### src/rtl/spider_hit_detector.sv
// Per-frame spider/bullet collision scan with kill/consume pulses and saturating score.
// Latency: frame_tick to pulses is 4*NUM_BULLETS+3 cycles. Ticks while busy are dropped and flagged sticky.
// Optional SPIDER_HIT_LAST_POS_EN adds last_hit_x/last_hit_y for the explosion sprite.
module spider_hit_detector #(
  parameter int unsigned NUM_BULLETS    = 4,
  parameter int unsigned SPIDER_W       = 32,
  parameter int unsigned BULLET_W       = 4,
  parameter int unsigned BULLET_H       = 8,
  parameter int unsigned SCORE_PER_KILL = 10
) (
  input  logic                      clk25,
  input  logic                      reset_n,
  input  logic                      frame_tick,
  input  logic [39:0]               spider_x_bus,
  input  logic [39:0]               spider_y_bus,
  input  logic [3:0]                spider_alive,
  input  logic [10*NUM_BULLETS-1:0] bullet_x_bus,
  input  logic [10*NUM_BULLETS-1:0] bullet_y_bus,
  input  logic [NUM_BULLETS-1:0]    bullet_active,
  output logic [3:0]                spider_kill,
  output logic [NUM_BULLETS-1:0]    bullet_hit,
  output logic [15:0]               score,
  output logic                      busy,
  output logic                      scan_done,
  output logic                      tick_overrun
`ifdef SPIDER_HIT_LAST_POS_EN
  ,
  output logic [9:0]                last_hit_x,
  output logic [9:0]                last_hit_y
`endif
);

  localparam int BI = (NUM_BULLETS > 1) ? $clog2(NUM_BULLETS) : 1;

  typedef enum logic [1:0] {IDLE, SNAP, SCAN, COMMIT} state_t;

  state_t                    state_q;
  logic [39:0]               sx_q, sy_q;
  logic [3:0]                alive_q;
  logic [10*NUM_BULLETS-1:0] bx_q, by_q;
  logic [NUM_BULLETS-1:0]    act_q;
  logic [3:0]                killed_q;
  logic [NUM_BULLETS-1:0]    used_q;
  logic [1:0]                s_q;
  logic [BI-1:0]             b_q;
  logic [3:0]                kill_q;
  logic [NUM_BULLETS-1:0]    hit_q;
  logic [15:0]               score_q;
  logic                      busy_q, done_q, overrun_q;

  logic [10:0] sx, sy, bx, by;
  logic        overlap, pair_hit_d;
  logic [16:0] score_sum;
  logic [15:0] score_d;

  // Operands are widened to 11 bits so boxes near the right/bottom edge never wrap.
  always_comb begin
    sx         = {1'b0, sx_q[int'(s_q)*10 +: 10]};
    sy         = {1'b0, sy_q[int'(s_q)*10 +: 10]};
    bx         = {1'b0, bx_q[int'(b_q)*10 +: 10]};
    by         = {1'b0, by_q[int'(b_q)*10 +: 10]};
    overlap    = (bx < sx + 11'(SPIDER_W)) && (sx < bx + 11'(BULLET_W)) &&
                 (by < sy + 11'(SPIDER_W)) && (sy < by + 11'(BULLET_H));
    pair_hit_d = alive_q[s_q] & act_q[b_q] & ~killed_q[s_q] & ~used_q[b_q] & overlap;
    score_sum  = {1'b0, score_q} + 17'($countones(killed_q) * SCORE_PER_KILL);
    score_d    = score_sum[16] ? 16'hFFFF : score_sum[15:0];
  end

`ifdef SPIDER_HIT_LAST_POS_EN
  logic [9:0] last_x_q, last_y_q, last_x_d, last_y_d;

  always_comb begin
    last_x_d = last_x_q;
    last_y_d = last_y_q;
    for (int i = 3; i >= 0; i--) begin
      if (killed_q[i]) begin
        last_x_d = sx_q[10*i +: 10];
        last_y_d = sy_q[10*i +: 10];
      end
    end
  end

  always_ff @(posedge clk25 or negedge reset_n) begin
    if (!reset_n) begin
      last_x_q <= '0;
      last_y_q <= '0;
    end else if (state_q == COMMIT) begin
      last_x_q <= last_x_d;
      last_y_q <= last_y_d;
    end
  end

  assign last_hit_x = last_x_q;
  assign last_hit_y = last_y_q;
`endif

  always_ff @(posedge clk25 or negedge reset_n) begin
    if (!reset_n) begin
      state_q   <= IDLE;
      sx_q      <= '0;
      sy_q      <= '0;
      alive_q   <= '0;
      bx_q      <= '0;
      by_q      <= '0;
      act_q     <= '0;
      killed_q  <= '0;
      used_q    <= '0;
      s_q       <= '0;
      b_q       <= '0;
      kill_q    <= '0;
      hit_q     <= '0;
      score_q   <= '0;
      busy_q    <= 1'b0;
      done_q    <= 1'b0;
      overrun_q <= 1'b0;
    end else begin
      kill_q <= '0;
      hit_q  <= '0;
      done_q <= 1'b0;
      if (frame_tick && state_q != IDLE) overrun_q <= 1'b1;
      case (state_q)
        IDLE: begin
          if (frame_tick) begin
            state_q <= SNAP;
            busy_q  <= 1'b1;
          end
        end
        SNAP: begin
          sx_q     <= spider_x_bus;
          sy_q     <= spider_y_bus;
          alive_q  <= spider_alive;
          bx_q     <= bullet_x_bus;
          by_q     <= bullet_y_bus;
          act_q    <= bullet_active;
          killed_q <= '0;
          used_q   <= '0;
          s_q      <= '0;
          b_q      <= '0;
          state_q  <= SCAN;
        end
        SCAN: begin
          if (pair_hit_d) begin
            killed_q[s_q] <= 1'b1;
            used_q[b_q]   <= 1'b1;
          end
          if (b_q == BI'(NUM_BULLETS - 1)) begin
            b_q <= '0;
            if (s_q == 2'd3) state_q <= COMMIT;
            else             s_q     <= s_q + 2'd1;
          end else begin
            b_q <= b_q + BI'(1);
          end
        end
        COMMIT: begin
          kill_q  <= killed_q;
          hit_q   <= used_q;
          done_q  <= 1'b1;
          score_q <= score_d;
          busy_q  <= 1'b0;
          state_q <= IDLE;
        end
        default: state_q <= IDLE;
      endcase
    end
  end

  assign spider_kill  = kill_q;
  assign bullet_hit   = hit_q;
  assign score        = score_q;
  assign busy         = busy_q;
  assign scan_done    = done_q;
  assign tick_overrun = overrun_q;

endmodule

### config.mk
export PLATFORM = sky130hd
export DESIGN_NAME = spider_hit_detector
export DESIGN_NICKNAME = d
export VERILOG_FILES = /design/src/rtl/spider_hit_detector.sv
export SDC_FILE = /design/constraint.sdc
export NUM_CORES = 1
export LEC_CHECK = 0
export BUFFER_PORTS_ARGS = -buffer_cell sky130_fd_sc_hd__buf_2
export CAP_MARGIN = 15
export CELL_PAD_IN_SITES_DETAIL_PLACEMENT = 1
export CELL_PAD_IN_SITES_GLOBAL_PLACEMENT = 1
export CORE_ASPECT_RATIO = 0.7
export CORE_MARGIN = 1
export CORE_UTILIZATION = 35
export CTS_CLUSTER_DIAMETER = 50
export DETAILED_ROUTE_END_ITERATION = 6
export GPL_TIMING_DRIVEN = 0
export PLACE_DENSITY_LB_ADDON = 0.1
export SYNTH_ARGS = -nofsm -noshare
export SYNTH_HDL_FRONTEND = slang
export SYNTH_SLANG_ARGS = --single-unit
### constraint.sdc
create_clock -name clk25 -period 5.15 [get_ports clk25]
set_input_delay 0.2575 -clock clk25 [delete_from_list [all_inputs] [get_ports clk25]]
set_output_delay 0.2575 -clock clk25 [all_outputs]
set_load 0.03 [all_outputs]
==> results of run 1 <==
[state kept, by name, summed over array words and instances, names as in the netlist]
| name | count |
|---|---|
| score | 16 |
| spider_kill | 4 |
| scan_done | 1 |
| bullet_hit | 4 |
| s_q | 2 |
| sy_q | 40 |
| bx_q | 40 |
| by_q | 40 |
| busy | 1 |
| b_q | 2 |
| act_q | 4 |
| used_q | 4 |
| tick_overrun | 1 |
| alive_q | 4 |
| state_q | 2 |
| killed_q | 4 |
| sx_q | 40 |
[through the flow]
| step | utilization (%) | hold WS [ps] | instances | instance area, um^2 |
|---|---|---|---|---|
| finish | 49.93 | 362.6 | 1550 | 14590 |
| global route | 49.93 | 447.5 | 1550 | 14590 |
| CTS | 49.89 | 413.6 | 1546 | 14580 |
| detailed placement | 41.13 | 391.3 | 1328 | 12010 |
| global placement | 41.00 | 437.7 | 1327 | 11980 |
| floorplan | - | -38.09 | 752 | 10520 |
[cells by family (layout without fill, tap and decap cells)]
family	Yosys count	after routing	share of synthesized area, %
muxes	207	207	26.59
adders and majority gates	65	65	7.875
AOI/OAI and AO/OA	87	87	5.948
xor gates and xnor gates	25	25	2.082
and+or+nand+nor	99	99	5.068
DFF	209	209	49.73
buffers and inverters	60	476	2.712
other	0	4	0
[metal layers]
| layer | global-route usage, % | vias up | routed length, um |
|---|---|---|---|
| met5 | 0 | - | 0 |
| met4 | 3.309 | 0 | 327 |
| met3 | 4.810 | 29 | 1855 |
| met2 | 33.68 | 184 | 14690 |
| met1 | 33.10 | 3929 | 16510 |
| li1 | - | 3579 | - |
[what timing repair did]
action                                  in CTS  in global routing
hold endpoints to repair                   272                  0
endpoints found under the setup margin       0                  0
hold buffers                               170                  0
[power by group through the flow]
stage	registers (mW)	clock network (mW)	logic, mW
detailed placement	2.81	0	4.22
finish	2.81	1.84	4.32
floorplan	2.72	0	3.07
global route	2.90	1.95	4.83
CTS	2.79	1.88	4.35
global placement	2.79	0	4.11
[path summary, 6_finish.rpt]
check                      slack [ps]            to  cells past startpoint
max in group asynchronous        3760      sx_q[29]                      3
hold / removal                    360  tick_overrun                      2
setup / recovery                 1100     used_q[1]                     13
hold reg to reg                   450  tick_overrun                      1
setup reg to reg                 1100     used_q[1]                     13
min in group clk25                450  tick_overrun                      1
[area by class of cell]
cell class | instances | share of cell area, %
plain buffers | 34 | 1.287
well taps | 378 | 3.243
clock inverters | 10 | 0.7034
repair buffers | 368 | 18.68
clock buffers | 38 | 5.190
flip-flops and latches | 209 | 35.86
diodes | 4 | 0.06863
multi-input cells | 483 | 34.30
inverters | 26 | 0.6691
[cells in the final DEF, fill, tap and decap left out, types with 8 or more instances in the layout]
cell type / count
dfrtp_1: 209
buf_2: 200
dlygate4sd3_1: 170
mux2_2: 167
ha_1: 63
mux4_2: 36
clkbuf_1: 30
nand2_1: 27
clkbuf_16: 27
inv_1: 26
a21oi_1: 21
and2_1: 19
xor2_1: 17
nand3_1: 15
o21ai_0: 10
a21o_1: 10
xnor2_1: 8
a22o_1: 8
o22a_1: 8
[worst reg2reg max path, stage by stage, from the launching register on]
cell and delay (ps):
dfrtp_1 560, buf_2 380, buf_2 390, mux4_2 450
ha_1 240, and2_1 160, nand3_1 110, xor2_1 250
ha_1 290, a21o_1 160, a21oi_1 130, o21ai_1 130
a211oi_4 520, a22o_1 220
==> results.yml, run 1 <==
outcome:
  status: "finished, final reports clean"
setup_path:
  r2r_start: "b_q[1]"
  cp_top_family: "compound AO/OA/AOI/OAI gates"
  arrival_ps: 4520
  critPathBufInv: 2
  required_ps: 5620
  cpPeakStageDelay_ps: 560
  end_kind: "flip-flop"
  crit_slowest_cell: "dfrtp_1"
  startpoint: "b_q[1]"
  crit_chain: "buf_2 -> buf_2 -> mux4_2 -> ha_1 -> and2_1 -> nand3_1 -> xor2_1 -> ha_1 -> a21o_1 -> a21oi_1 -> o21ai_1 -> a211oi_4 -> a22o_1"
  crit_fanout: 10
  start_kind: "flip-flop"
  path_class: "reg2reg"
logic_synthesis:
  synth_area_um2: 10520
  synth_top_flop_cell: "dfrtp_1"
  netlist_instances: 752
  ys_ff_latch: 209
  yosysSeqAreaShare_pct: 49.73
  synth_fp_nets: 988
  synth_most_common_cell: "dfrtp_1"
  synth_common_cells: "209 x dfrtp_1, 167 x mux2_2, 63 x ha_1"
  synth_cell_types: 54
  synth_area_per_cell_um2: 13.99
  synth_warnings: 0
  yosys.area.top_type_share_pct: 49.73
  synthTopCellsByArea: "dfrtp_1 50%, mux2_2 18%, mux4_2 7.7%, ha_1 7.5%, xor2_1 1.4%"
  synth_edf_count: 0
  synthArstFlopShare_pct: 100.0
  synth_top_cell_by_area: "dfrtp_1"
global_route:
  grt_pass1_vias: 8554
  grt_max_degree: 107
  grt_antenna_before_repair: 3
  grt_pass1_wl_um: 51690
  grt_remaining_overflow: 0
  grt_usage_pct: 22.21
clock_network:
  postCtsSetupBuffers: 0
  path_clk_slew_ps: 50
  cts_made_buffers: 27
  cts-htree-levels: 1
  cts-root-buf: "clkbuf_16"
  cts_max_path_buffers: 3
  clkLatencyLatePin_ps: 540
  cts_tree: "yes"
  cts_resized: 0
  cts.sinks: 209
pwr:
  p_leak_nw: 6.540
  p_sw_share_pct: 37.18
  power_mw: 8.966
  power_density_nw_per_um2: 614.7
  seqPwrFrac_pct: 31.3
  intPower_mw: 5.632
  p_comb_share_pct: 48.2
  p_clk_share_pct: 20.5
  p_sw_mw: 3.334
  vdd_drop_max_v: 0.0002562
drt:
  drc: 0
  routed_wl_um: 33380
  antenna_left: 0
  wl_per_cell_um: 21.53
  route.vias.total: 7721
  drt-initial-drc-count: 345
  first_pass_iters: 4
  via_per_inst: 4.981
timing:
  final_max_slew_viol_count: 0
  max_freq_mhz: 246.8
  slew_headroom_pct: 30.63
  tightest_slew_ps: 1041
  post-route-period-util_pct: 78.66
  tns_ps: 0
  rsz0062_at_grt: "no"
  hold_viol_final: 0
  fin_skew_ps: 12.92
  setup_viol_count_final: 0
  finalWorstSetupSlack_ps: 1099
  period_minus_slack_ps: 4051
die:
  die_area_um2: 30760
  die_w_um: 209.2
  initial_core_util_pct: 36.00
  placementRows: 52
  design.core.area_um2: 29210
  die_y_um: 147.0
  io_pins: 198
finish:
  regArea_um2: 5230
  multi_input_area_um2: 5002
  drive_gt1_share_pct: 39.21
  syn_to_final_growth_pct: 38.67
  nFillCells: 2983
  final_nets: 1385
placement:
  numPortBuffers: 197
  place_ws_ps: 1070
  dpl.hpwl_um: 22580
  place_congestion: 0.7710
job:
  max_cap_viol_count: 0
worst_hold_path:
  hold_path.class: "in2async"
No activity file was read; power rests on OpenSTA's default activity.
==> run 2, diff against run 1 <==
==> constraint.sdc (replaced) <==
create_clock -name clk25 -period 3.7 [get_ports clk25]
set_input_delay 0.185 -clock clk25 [delete_from_list [all_inputs] [get_ports clk25]]
set_output_delay 0.185 -clock clk25 [all_outputs]
set_load 0.03 [all_outputs]
==> results.yml, run 2 (synthesis gave the netlist of run 1 again) <==
setup_path:
  r2r_end: "used_q[1]"
  arrival_ps: 4040
  cp_top_family: "compound AO/OA/AOI/OAI gates"
  worst-path-stages: 15
  r2r_start: "b_q[0]"
  critPathBufInv: 3
  r2r_setup_slack_ps: 130
  start_kind: "flip-flop"
  cpPeakStageDelay_ps: 580
  crit_chain: "buf_6 -> buf_4 -> mux4_2 -> and2_1 -> nand3_1 -> xor2_1 -> ha_1 -> a2111oi_4 -> o21ai_1 -> a21oi_1 -> o31a_1 -> o221ai_2 -> a211oi_4 -> buf_12 -> a22o_1"
  crit_fanout: 8
  ff2ff_path_depth: 15
  crit_slowest_cell: "mux4_2"
  end_kind: "flip-flop"
  required_ps: 4170
  path_class: "reg2reg"
clock_network:
  cts_tree: "yes"
  cts-root-buf: "clkbuf_16"
  clkLatencyLatePin_ps: 540
  cts_made_buffers: 27
  path_clk_slew_ps: 60
  cts-htree-levels: 1
  cts_max_path_buffers: 3
  cts.sinks: 209
pwr:
  power_density_nw_per_um2: 862.8
  p_comb_share_pct: 49.0
  p_leak_nw: 6.592
  seqPwrFrac_pct: 30.9
  p_sw_share_pct: 37.17
  p_clk_share_pct: 20.2
  intPower_mw: 7.970
  p_sw_mw: 4.716
  power_mw: 12.69
  vdd_drop_max_v: 0.0003582
timing:
  rsz0062_at_grt: "no"
  tightest_slew_ps: 1001
  post-route-period-util_pct: 96.52
  fin_skew_ps: 14.83
  final_max_slew_viol_count: 0
  tns_ps: 0
  hold_viol_final: 0
  slew_headroom_pct: 33.25
  max_freq_mhz: 280.0
  period_minus_slack_ps: 3571
  setup_viol_count_final: 0
drt:
  via_per_inst: 4.983
  routed_wl_um: 33540
  wl_per_cell_um: 21.51
  antenna_left: 0
  route.vias.total: 7768
  drc: 0
  first_pass_iters: 4
  drt-initial-drc-count: 324
die:
  io_pins: 198
  design.core.area_um2: 29210
  die_w_um: 209.2
  die_y_um: 147.0
  die_area_um2: 30760
  initial_core_util_pct: 36.00
  placementRows: 52
global_route:
  grt_pass1_vias: 8560
  grt_pass1_wl_um: 52030
  grt_remaining_overflow: 0
  grt_usage_pct: 22.38
  grt_max_degree: 107
  grt_antenna_before_repair: 3
finish:
  syn_to_final_growth_pct: 39.79
  final_nets: 1396
  drive_gt1_share_pct: 40.37
  final_cell_mix: "208 x dfrtp_1, 197 x buf_2, 170 x dlygate4sd3_1"
  mostFrequentLayoutCell: "dfrtp_1"
placement:
  place_congestion: 0.7710
  dpl.hpwl_um: 22580
  numPortBuffers: 197
outcome:
  status: "finished, final reports clean"
worst_hold_path:
  hold_path.class: "in2async"
job:
  max_cap_viol_count: 0
-- run 2: cell count changes in the layout (fill, tap and decap cells not counted), moves of 2 or more --
cell	before	now
diode_2	4	2
buf_2	200	197
mux4_2	36	39
mux4_1	4	1
buf_4	2	13
-- run 2: worst max-delay path by stage --
stage	from	end	slack, ps
after floorplan	b_q[0]	killed_q[0]	430
after global placement	reset_n	sx_q[4]	-1490
after detailed placement	b_q[1]	used_q[1]	-380
after CTS	b_q[0]	used_q[1]	10
after global routing	b_q[0]	used_q[1]	0.9
final	b_q[0]	used_q[1]	130
-- run 2: power groups by stage --
stage                     Combinational (mW)  Clock [mW]  Sequential (mW)
after detailed placement                5.87           0             3.92
final                                   6.21        2.56             3.91
after CTS                               6.14        2.61             3.89
after global routing                    6.92        2.72             4.04
after floorplan                         4.27           0             3.79
after global placement                  5.73           0             3.89
-- run 2: through the flow --
stage	area, um^2	util [%]	hold WS (ps)	setup slack, ps	cells
final	14700	50.33	303.5	128.9	1559
after global placement	11980	41.00	417.0	-1485	1327
after floorplan	10520	-	-110.6	427.9	752
after global routing	14700	50.33	370.8	0.9308	1559
after detailed placement	12010	41.13	318.8	-379.8	1328
after CTS	14620	50.06	341.1	11.10	1550
-- run 2: layer usage --
| metal | wire, um | GRT usage, % | up-vias |
|---|---|---|---|
| met2 | 14750 | 33.95 | 182 |
| met4 | 343 | 3.309 | 2 |
| met5 | 13 | 0 | - |
| li1 | - | - | 3598 |
| met3 | 1868 | 5.152 | 34 |
| met1 | 16560 | 33.16 | 3952 |
-- run 2: cell type report --
cell class                 count  area (um^2)
multi-input combinational    483         5017
tap                          378        473.0
antenna                        2        5.005
timing repair buffer         379         2820
clock inverter                10        102.6
inverter                      26        97.59
sequential                   209         5231
fill                        2985        14510
buffer                        34        198.9
clock buffer                  38        757.0
-- run 2: repair_timing --
item	4_1_cts	5_1_grt
endpoints found under the hold margin	272	0
pin swaps	1	3
setup buffers	4	7
setup endpoints to repair	8	14
hold buffers	170	0
gates resized for setup	7	9
